**config.mk**
```make
export PLATFORM = sky130hd
export DESIGN_NAME = sc_stream_decoder_flat
export DESIGN_NICKNAME = d
export VERILOG_FILES = /design/src/rtl/sc_pkg.sv /design/src/rtl/sc_stream_decoder_if.sv /design/src/rtl/sc_ones_counter.sv /design/src/rtl/sc_stream_decoder.sv /design/src/flat_wrapper.sv
export SDC_FILE = /design/constraint.sdc
export NUM_CORES = 1
export LEC_CHECK = 0
export CORE_MARGIN = 1.5
export CORE_UTILIZATION = 47
export CTS_CLUSTER_SIZE = 10
export DETAILED_ROUTE_END_ITERATION = 8
export GPL_ROUTABILITY_DRIVEN = 0
export PLACE_DENSITY = 0.87
export SYNTH_ARGS = -nofsm -noshare
export SYNTH_HDL_FRONTEND = slang
export SYNTH_SLANG_ARGS = --single-unit
export TNS_END_PERCENT = 30
```
**constraint.sdc**
```tcl
create_clock -name clk -period 2.2 [get_ports clk]
set_input_delay 0.22 -clock clk [delete_from_list [all_inputs] [get_ports clk]]
set_output_delay 0.22 -clock clk [all_outputs]
set_load 0.01 [all_outputs]
```
**src/rtl/sc_pkg.sv**
```systemverilog
// Shared stochastic-computing definitions: decoder FSM encoding and a
// reference helper for the signed bipolar estimate.
package sc_pkg;

    typedef enum logic [1:0] {
        SC_IDLE  = 2'd0,
        SC_ACCUM = 2'd1,
        SC_HOLD  = 2'd2
    } sc_dec_state_t;

    // Bipolar estimate of a window of 2**win_log2 bits holding `ones` ones.
    function automatic int sc_bipolar(input int ones, input int win_log2);
        return 2 * ones - (1 << win_log2);
    endfunction

endpackage

```
**src/rtl/sc_stream_decoder_if.sv**
```systemverilog
// Bit-in / result-out stream bundle of the stochastic decoder.
// Both channels use valid/ready: a transfer happens on every rising clock edge
// where valid && ready; the sender holds its payload stable until then.
interface sc_stream_decoder_if #(
    parameter int WIN_LOG2 = 6
);
    localparam int CNT_W = WIN_LOG2 + 1;

    logic             in_valid;
    logic             in_bit;
    logic             in_ready;
    logic             out_valid;
    logic             out_ready;
    logic [CNT_W-1:0] out_count;
    logic [CNT_W:0]   out_value;

    modport slave (
        input  in_valid, in_bit, out_ready,
        output in_ready, out_valid, out_count, out_value
    );

    modport master (
        output in_valid, in_bit, out_ready,
        input  in_ready, out_valid, out_count, out_value
    );
endinterface

```
**src/rtl/sc_ones_counter.sv**
```systemverilog
// Window bit counter and ones accumulator with end-of-window detect.
// clear dominates enable, so an abort on the last bit leaves both counters at zero.
module sc_ones_counter #(
    parameter int WIN_LOG2 = 6
) (
    input  logic                clk,
    input  logic                rst,
    input  logic                clear,
    input  logic                enable,
    input  logic                bit_in,
    output logic [WIN_LOG2-1:0] bit_cnt,
    output logic [WIN_LOG2:0]   ones,
    output logic                last
);
    localparam logic [WIN_LOG2-1:0] LAST_IDX = '1;

    assign last = enable && (bit_cnt == LAST_IDX);

    always_ff @(posedge clk) begin
        if (rst || clear) begin
            bit_cnt <= '0;
            ones    <= '0;
        end else if (enable) begin
            ones <= ones + {{WIN_LOG2{1'b0}}, bit_in};
            // bit_cnt parks at N-1; only a clear brings it back to zero
            if (!last) begin
                bit_cnt <= bit_cnt + 1'b1;
            end
        end
    end
endmodule

```
**src/rtl/sc_stream_decoder.sv**
```systemverilog
// Stochastic-to-binary decoder: counts ones over a 2**WIN_LOG2 bit window
// and offers the count (and optional bipolar estimate) on a valid/ready port.
module sc_stream_decoder
    import sc_pkg::*;
#(
    parameter int WIN_LOG2     = 6,
    parameter int BIPOLAR      = 0,
    parameter int AUTO_RESTART = 0
) (
    input  logic                clk,
    input  logic                rst,
    input  logic                start,
    input  logic                abort,
    output logic                busy,
    output sc_dec_state_t       dbg_state,
    output logic [WIN_LOG2-1:0] dbg_bit_cnt,
    sc_stream_decoder_if.slave  io
);
    localparam int             CNT_W = WIN_LOG2 + 1;
    localparam logic [CNT_W:0] N_EXT = (CNT_W + 1)'(1 << WIN_LOG2);

    sc_dec_state_t       state;
    logic                take;
    logic                clear;
    logic                win_last;
    logic [WIN_LOG2-1:0] bit_cnt;
    logic [CNT_W-1:0]    ones;
    logic [CNT_W-1:0]    total;
    logic [CNT_W:0]      bipolar_value;

    assign io.in_ready  = (state == SC_ACCUM);
    assign busy         = (state != SC_IDLE);
    assign dbg_state    = state;
    assign dbg_bit_cnt  = bit_cnt;
    assign take         = io.in_valid && io.in_ready;

    // The final bit is folded in here so the result appears one cycle after it.
    assign total         = ones + {{WIN_LOG2{1'b0}}, io.in_bit};
    assign bipolar_value = ({1'b0, total} << 1) - N_EXT;

    always_comb begin
        clear = 1'b0;
        if (state == SC_IDLE && start) begin
            clear = 1'b1;
        end else if (state != SC_IDLE && abort) begin
            clear = 1'b1;
        end else if (state == SC_HOLD && io.out_ready && AUTO_RESTART != 0) begin
            clear = 1'b1;
        end
    end

    sc_ones_counter #(.WIN_LOG2(WIN_LOG2)) u_counter (
        .clk     (clk),
        .rst     (rst),
        .clear   (clear),
        .enable  (take),
        .bit_in  (io.in_bit),
        .bit_cnt (bit_cnt),
        .ones    (ones),
        .last    (win_last)
    );

    always_ff @(posedge clk) begin
        if (rst) begin
            state        <= SC_IDLE;
            io.out_valid <= 1'b0;
            io.out_count <= '0;
            io.out_value <= '0;
        end else begin
            case (state)
                SC_IDLE: begin
                    if (start) begin
                        state <= SC_ACCUM;
                    end
                end
                SC_ACCUM: begin
                    // abort outranks a window that would close on this same cycle
                    if (abort) begin
                        state        <= SC_IDLE;
                        io.out_count <= '0;
                        io.out_value <= '0;
                    end else if (win_last) begin
                        state        <= SC_HOLD;
                        io.out_valid <= 1'b1;
                        io.out_count <= total;
                        io.out_value <= (BIPOLAR != 0) ? bipolar_value : '0;
                    end
                end
                SC_HOLD: begin
                    if (abort) begin
                        state        <= SC_IDLE;
                        io.out_valid <= 1'b0;
                        io.out_count <= '0;
                        io.out_value <= '0;
                    end else if (io.out_ready) begin
                        io.out_valid <= 1'b0;
                        state        <= (AUTO_RESTART != 0) ? SC_ACCUM : SC_IDLE;
                    end
                end
                default: begin
                    state        <= SC_IDLE;
                    io.out_valid <= 1'b0;
                end
            endcase
        end
    end
endmodule

```
**src/flat_wrapper.sv**
```systemverilog
// flat-port wrapper written by rule: the top's interface ports become plain ports
module sc_stream_decoder_flat import sc_pkg::*;
#(
    parameter int WIN_LOG2     = 6,
    parameter int BIPOLAR      = 0,
    parameter int AUTO_RESTART = 0
)
  (clk, rst, start, abort, busy, dbg_state, dbg_bit_cnt, io_in_valid, io_in_bit, io_out_ready, io_in_ready, io_out_valid, io_out_count, io_out_value);
  sc_stream_decoder_if #(.WIN_LOG2(WIN_LOG2)) io_i ();
  input  logic clk;
  input  logic rst;
  input  logic start;
  input  logic abort;
  output logic busy;
  output sc_dec_state_t dbg_state;
  output logic [WIN_LOG2-1:0] dbg_bit_cnt;
  input wire logic [$bits(io_i.in_valid)-1:0] io_in_valid;
  input wire logic [$bits(io_i.in_bit)-1:0] io_in_bit;
  input wire logic [$bits(io_i.out_ready)-1:0] io_out_ready;
  output wire logic [$bits(io_i.in_ready)-1:0] io_in_ready;
  output wire logic [$bits(io_i.out_valid)-1:0] io_out_valid;
  output wire logic [$bits(io_i.out_count)-1:0] io_out_count;
  output wire logic [$bits(io_i.out_value)-1:0] io_out_value;
  assign io_i.in_valid = io_in_valid;
  assign io_i.in_bit = io_in_bit;
  assign io_i.out_ready = io_out_ready;
  assign io_in_ready = io_i.in_ready;
  assign io_out_valid = io_i.out_valid;
  assign io_out_count = io_i.out_count;
  assign io_out_value = io_i.out_value;
  sc_stream_decoder #(.WIN_LOG2(WIN_LOG2), .BIPOLAR(BIPOLAR), .AUTO_RESTART(AUTO_RESTART)) u_core (.clk(clk), .rst(rst), .start(start), .abort(abort), .busy(busy), .dbg_state(dbg_state), .dbg_bit_cnt(dbg_bit_cnt), .io(io_i));
endmodule
```
# After elaboration in Yosys (flattened, before gate mapping)
# Index checks and enable logic that the tools add are counted.
# op_classes
add_sub_neg	2
n_eq_ne	9
mux	21
bitwise_logic	2
reduce_logical	12
# op_table
op	n
2-to-1 mux 8 bit	3
2-to-1 mux 7 bit	3
case mux 8 bit (2 select lines)	1
case mux 7 bit (2 select lines)	1
2-to-1 mux 2 bit	5
inequality test 2 bit, second input constant	4
adder 7 x 1 -> 7 bit	1
adder 6 x 1 -> 6 bit, second input constant	1
equality test 6 bit, second input constant	1
2-to-1 mux 1 bit	6
inequality test 3 bit, second input constant	2
case mux 2 bit (3 select lines)	1
AND reduction 3 bit	2
logical AND 1 bit	4
AND reduction 4 bit	1
nonzero test 2 bit	2
case mux 1 bit (3 select lines)	1
equality test 2 x 1 -> 1 bit, second input constant	1
equality test 2 bit, second input constant	1
zero test 2 bit	1
NOT 1 bit	2
AND reduction 2 bit	1
logical OR 1 bit	1
# totals
reg_bits	31
inputBits	7
output_inout_bits	26
elab_cells	52

# Logic depth before layout (Yosys ltp)
# Gate-level depths: netlist of the first run.
# depth
ltp_word	6
ltp_mapped	6
ltp_nobuf	6

# By module
# Synthesis of the first run repeated with hierarchy kept, for this count alone.
# unflattened
hier_cells	144
area_unflattened_um2	1291.2
# modules_own_cells
module	n_inst	cells_per_inst	area_per_inst_um2	seq_area_each_um2
sc_stream_decoder	1	78	691.9	200.2
sc_ones_counter	1	66	599.3	260.2

# Worst setup path after synthesis of the first run
# Ideal clock, no wire load.
# synth_timing
kind	flip-flop to flip-flop
from	register u_core.u_counter.bit_cnt[0]
to	register u_core.io.out_count[5]
setup_ns	0.084
t_arrival_ns	1.647
required_time_ns	2.116
slack_ns	0.469
stages_incl_launch_ff	6
synth_period_minus_slack_ns	1.731
cell_sequence	dfxtp_1 ha_1 and2_1 nand2_2 or4_4 o31ai_2
# synth_between
elab_chain_cells	4
# synth_rtl
item	line_no	text
start, declared	sc_ones_counter.sv:11	output logic [WIN_LOG2-1:0] bit_cnt,
start signal, assigned	sc_ones_counter.sv:27	bit_cnt <= bit_cnt + 1'b1;
equality test 6 bit	sc_ones_counter.sv:17	assign last = enable && (bit_cnt == LAST_IDX);
logical AND 1 bit	sc_ones_counter.sv:17	
inequality test 3 bit (no source line)	n/a	
AND reduction 3 bit (no source line)	n/a	
end signal, assigned	sc_stream_decoder.sv:85	io.out_count <= total;
end, declared	sc_stream_decoder_if.sv:19	output in_ready, out_valid, out_count, out_value
# No other way between the ends.
# A chain may end at the register's enable or synchronous reset.

# Final worst setup path of the first run
# layout_timing
from	register u_core.u_counter.bit_cnt[0]
to	register u_core.io.out_count[6]
# Same word-level chain as after synthesis.

==> results of run 1 <==
==> synth_stat cells (4+ instances only) <==
library cell and instances:
buf_4 9, nand2_1 12, inv_1 4, dfxtp_1 23, nand3b_1 5, xor2_1 10, nor3_1 5, nand4_1 5
a21oi_1 11, nor2_1 10, nand3_1 6
==> cell type report <==
| class | instances | area [sq um] | share of cell area [%] |
|---|---|---|---|
| clock buffer | 4 | 26.3 | 1.83 |
| inverter | 4 | 15.0 | 1.05 |
| timing repair buffer | 27 | 263 | 18.3 |
| tap | 30 | 37.5 | 2.61 |
| sequential | 23 | 460 | 32.1 |
| multi-input combinational | 103 | 634 | 44.2 |
==> final timing paths <==
kind | start | endpoint | slack (ns)
setup / recovery | u_core.u_counter.bit_cnt[0] | u_core.io.out_count[6] | 0.30
hold / removal | u_core.io.out_count[0] | u_core.io.out_count[0] | 0.46
setup reg to reg | u_core.u_counter.bit_cnt[0] | u_core.io.out_count[6] | 0.30
hold reg to reg | u_core.io.out_count[0] | u_core.io.out_count[0] | 0.46
==> sequential cells by signal, summed over array words and instances (netlist names) <==
| signal | cells |
|---|---|
| u_core.dbg_state | 2 |
| u_core.u_counter.ones | 7 |
| u_core.io.out_count | 7 |
| u_core.io.out_valid | 1 |
| u_core.u_counter.bit_cnt | 6 |
==> layout by cell type (no fill, tap or decap), drive strengths merged, types with 5 or more instances in the layout <==
master and instances:
nor3 5, nor2 10, nand2 13, conb 8
nand3 6, clkdlybuf4s50 24, xor2 10, a21oi 11
nand3b 5, dfxtp 23, nand4 5
==> worst register-to-register path: stages (launching register included) <==
cell and delay, ns:
dfxtp_1 0.43, ha_1 0.26, and2_1 0.28, nand2_2 0.10, or4_4 0.53, o31ai_2 0.23
==> per-layer routing <==
metal | GRT usage (%) | up-vias | wire (microns)
met5 | 0 | - | 0
met3 | 3.11 | 7 | 153
met1 | 22.0 | 486 | 1030
met2 | 32.9 | 44 | 1360
met4 | 12.4 | 0 | 70
li1 | - | 508 | -
==> power groups by stage <==
stage                     clock, W  sequential (W)  combinational, W
after CTS                 0.000205        0.000424         0.0000697
after floorplan                  0        0.000431         0.0000496
after global routing      0.000220        0.000424         0.0000764
after global placement           0        0.000433         0.0000680
after detailed placement         0        0.000433         0.0000693
final                     0.000199        0.000424         0.0000705
==> through the flow <==
step                utilization (%)  hold WS [ns]  total power, W
floorplan                         -         0.404        0.000481
global placement               58.0         0.441        0.000501
detailed placement             58.0         0.446        0.000502
CTS                            59.1         0.464        0.000698
global route                   59.1         0.491        0.000721
finish                         59.1         0.464        0.000693
==> logic make-up (layout without fill, tap and decap cells) <==
group / count (synthesis) / in the layout / synth area share (%)
XOR/XNOR: 13 / 13 / 9.62
AND/OR/NAND/NOR: 57 / 57 / 25.7
multiplexers: 1 / 1 / 0.846
adder cells (fa/ha/maj): 3 / 3 / 3.17
flip-flops: 23 / 23 / 38.9
AO/OA/AOI/OAI: 21 / 21 / 11.7
other: 1 / 8 / 0.317
buffers and inverters: 19 / 35 / 9.72
==> qor.csv, run 1 <==
stage,metric,value,unit
logic_synthesis,syn_inst,138,
power,power_leakage,0.510,nW
setup_path,arrival,2.14,ns
timing,fin_crit,1.90,ns
timing,hold_viol,0,
clocking,cts_setup_buffers,0,
run,maxCapViolCount,0,
global_routing,grt_max_degree,14,
final_layout,layout-area-overhead-vs-synth,21.4,%
min_path,min_path_cells,2,
timing,worst_pin_slew,0.528,ns
clocking,htreeDepth,1,
place,dp_hpwl,1910,microns
setup_path,rr_worst_depth,5,
logic_synthesis,yosysSeqAreaShare,38.9,%
logic_synthesis,synth_async_sr_flop_share,0,%
setup_path,critPathTopFamily,simple AND/OR/NAND/NOR gates,
outcome,violations,design-rule violations,
global_routing,grt_overflow,0,
route,wl_per_cell,13.7,microns
route,dr.pass1.iters,7,
logic_synthesis,ys_types,34,
global_routing,grt_pass1_vias,913,
final_layout,fin_nets,172,
min_path,hold_path.class,flip-flop to flip-flop,
route,vias,1045,
setup_path,end_kind,flip-flop,
clocking,numCtsBuffers,3,
floorplan,placeableCoreArea,2430,sq um
route,drcViolationCount,1,
outcome,status,finished with violations,
setup_path,crit_buf_inv,0,
place,placed_cell_area,1410,sq um
timing,rsz0062_at_grt,false,
clocking,clk_latency,0.32,ns
power,ir_worst_vdd,0.265,mV
floorplan,die_x,53.2,microns
timing,skew,0.00537,ns
clocking,cts_sinks,23,
route,drtIter0Drc,29,
setup_path,cpMaxStageDelayCell,or4_4,
setup_path,critPathLaunchType,flip-flop,
floorplan,die_h,53.2,microns
final_layout,diodes,0,
logic_synthesis,synth_warnings,0,
logic_synthesis,synth_area_leaders,"dfxtp_1 (39%), xor2_1 (7.4%), buf_4 (5.7%)",
global_routing,track_usage,19.3,%
global_routing,antenna_found_initial,0,
setup_path,cp_max_fo,5,
clocking,post_cts_resized,0,
place,dp_cells,187,
power,power_frac_clock,28.7,%
power,p_sw_share,24.7,%
clocking,cts-root-buf,clkbuf_4,
setup_path,cp.depth,5,
timing,drv_slew,0,
logic_synthesis,synth-main-ff-cell,dfxtp_1,
logic_synthesis,avgSynthCellArea,8.58,sq um
timing,fmax,0.526,GHz
floorplan,rows,18,
logic_synthesis,synth_enable_flop_cells,0,
setup_path,crit_path_cell_trace,"ha_1, and2_1, nand2_2, or4_4, o31ai_2",
power,power.density,483,nW/um^2
route,totalWireLength,2610,microns
final_layout,finalNonFillerCells,191,
floorplan,initial_core_util,48.7,%
timing,finalSetupViolations,0,
place,dp_slack,0.133,ns
logic_synthesis,synth_area,1180,sq um
timing,finalCritPeriodShare,86.4,%
setup_path,critPathKind,flip-flop to flip-flop,
final_layout,finalInstanceArea,1440,sq um
logic_synthesis,synth_top_area_share,38.9,%
place,port_buffers,24,
clocking,hold_buffers,0,
power,seqPwrFrac,61.2,%
clocking,tritoncts,yes,
power,p_switching,0.000172,W
power,pwr-share-comb,10.2,%
final_layout,nFillCells,214,
timing,setup_tns,0,ns
power,internal_power,0.000522,W
logic_synthesis,yosys.area.top_type,dfxtp_1,
setup_path,critPathRequiredTime,2.44,ns
clocking,clk_pin_slew_worst_paths,0.12,ns
final_layout,drive_above_1_share,6.21,%
route,postRouteAntennaNets,0,
setup_path,critPathMaxStageDelay,0.53,ns
floorplan,dieArea,2830,sq um
logic_synthesis,ys_ff_latch,23,
route,avgViaCountPerCell,5.47,
timing,max-slew-margin-rel,64.8,%
timing,setup_ws,0.300,ns
global_routing,grt_pass1_wl,3930,microns
floorplan,ioPinCount,33,
clocking,clk_path_buf_depth,2,
(Power assumes the default switching activity.)
==> run 2, diff against run 1 <==
CAP_MARGIN = 20   (was not set)
CORE_MARGIN = not set   (was 1.5)
==> qor.csv, run 2 (synthesized netlist as in run 1, its figures left out) <==
stage,metric,value,unit,change
global_routing,grt_overflow,0,,unchanged
route,avgViaCountPerCell,5.25,,-4.1%
final_layout,finalNonFillerCells,189,,-1.0%
final_layout,fin_nets,172,,unchanged
final_layout,drive_above_1_share,6.21,%,unchanged
floorplan,die_x,52.2,microns,-1.9%
floorplan,die_h,52.2,microns,-1.9%
clocking,clk_path_buf_depth,2,,unchanged
power,ir_worst_vdd,0.356,mV,+34%
setup_path,end_kind,flip-flop,,
setup_path,crit_buf_inv,0,,unchanged
route,vias,992,,-5.1%
final_layout,utilization,62.4,%,+3.4 points
final_layout,top_regs,"u_core.io.out_count (7), u_core.u_counter.ones (7), u_core.u_counter.bit_cnt (6)",,
final_layout,layout-area-overhead-vs-synth,21.1,%,
place,dp_cells,185,,-1.1%
setup_path,r2r_slack,0.30,ns,about the same
final_layout,diodes,0,,unchanged
timing,setup_tns,0,ns,unchanged
timing,finalCritPeriodShare,86.3,%,about the same
power,power.density,476,nW/um^2,-1.5%
setup_path,crit_path_cell_trace,"ha_1, and2_1, nand2_2, or4_4, o31ai_2",,
setup_path,cpMaxStageDelayCell,or4_4,,
clocking,tritoncts,yes,,
timing,setup_ws,0.301,ns,+0.000938 ns
clocking,hold_buffers,0,,unchanged
final_layout,mostFrequentLayoutCells,"clkdlybuf4s50_1 (24), dfxtp_1 (23), nand2_1 (12)",,
timing,fmax,0.527,GHz,about the same
timing,rsz0062_at_grt,false,,
floorplan,dieArea,2720,sq um,-3.7%
setup_path,critPathLaunchType,flip-flop,,
setup_path,critPathTopFamily,simple AND/OR/NAND/NOR gates,,
floorplan,ioPinCount,33,,unchanged
route,totalWireLength,2230,microns,-14%
route,wl_per_cell,11.8,microns,-14%
timing,fin_crit,1.90,ns,-0.000938 ns
route,drtIter0Drc,23,,-21%
clocking,htreeDepth,1,,unchanged
timing,finalSetupViolations,0,,unchanged
route,dr.pass1.iters,4,,-3
setup_path,arrival,2.12,ns,-0.02 ns
global_routing,grt_pass1_vias,807,,-12%
clocking,cts_sinks,23,,unchanged
clocking,numCtsBuffers,3,,unchanged
place,dp_hpwl,1700,microns,-11%
timing,drv_slew,0,,unchanged
global_routing,grt_pass1_wl,3570,microns,-9.1%
global_routing,antenna_found_initial,0,,unchanged
setup_path,cp_max_fo,5,,unchanged
clocking,clk_latency,0.30,ns,-0.02 ns
final_layout,nFillCells,209,,-2.3%
outcome,status,completed,,
clocking,cts-root-buf,clkbuf_4,,
global_routing,track_usage,17.9,%,-1.3 points
floorplan,rows,17,,-1
place,dp_slack,0.188,ns,+0.0547 ns
clocking,clk_pin_slew_worst_paths,0.12,ns,about the same
min_path,hold_path.class,flip-flop to flip-flop,,
place,port_buffers,24,,unchanged
setup_path,critPathKind,flip-flop to flip-flop,,
global_routing,grt_max_degree,14,,unchanged
setup_path,critPathRequiredTime,2.42,ns,-0.02 ns
timing,skew,0.00691,ns,+0.00154 ns
clocking,cts_setup_buffers,0,,unchanged
setup_path,critPathMaxStageDelay,0.53,ns,about the same
floorplan,placeableCoreArea,2300,sq um,-5.6%
floorplan,initial_core_util,51.5,%,+2.9 points
timing,hold_slack,0.467,ns,+0.00325 ns
route,drcViolationCount,0,,-1
timing,hold_viol,0,,unchanged
clocking,post_cts_resized,0,,unchanged
power,power_leakage,0.510,nW,unchanged
run,maxCapViolCount,0,,unchanged
final_layout,final_common_cell,clkdlybuf4s50_1,,
route,postRouteAntennaNets,0,,unchanged
## run 2: cell counts in the layout (fill, tap and decap cells not counted)
No cell type changed its count.
## run 2: report_power, final
part	leakage [nW]	internal, W	switching [W]
Clock	0.0150	0.0000706	0.000119
Sequential	0.186	0.000419	0.00000478
Combinational	0.309	0.0000314	0.0000371
## run 2: area by class of cell
cell class / count / area (sq um) / share of cell area (%)
sequential: 23 / 460 / 32.1
tap: 28 / 35.0 / 2.44
clock buffer: 4 / 26.3 / 1.83
timing repair buffer: 27 / 263 / 18.3
multi-input combinational: 103 / 634 / 44.2
inverter: 4 / 15.0 / 1.05
## run 2: stage by stage
step	total power [W]	instance area [sq um]
final	0.000682	1430
after global routing	0.000713	1430
after CTS	0.000688	1430
after detailed placement	0.000502	1410
after global placement	0.000500	1410
after floorplan	0.000481	1210
## run 2: worst paths after layout
| check | from | end | cells past startpoint |
|---|---|---|---|
| setup / recovery | u_core.u_counter.bit_cnt[0] | u_core.io.out_count[6] | 5 |
| hold / removal | u_core.io.out_count[4] | u_core.io.out_count[4] | 2 |
| setup reg to reg | u_core.u_counter.bit_cnt[0] | u_core.io.out_count[6] | 5 |
| hold reg to reg | u_core.io.out_count[4] | u_core.io.out_count[4] | 2 |
## run 2: metal layers
| metal | GRT usage (%) | wire length (microns) |
|---|---|---|
| met4 | 9.65 | 36 |
| met5 | 0 | 0 |
| met1 | 23.4 | 1070 |
| met3 | 1.74 | 86 |
| met2 | 28.8 | 1040 |
## run 2: worst register-to-register path: stages (launching register included)
cell and delay [ns]:
dfxtp_1 0.44, ha_1 0.26, and2_1 0.26, nand2_2 0.10, or4_4 0.53, o31ai_2 0.23
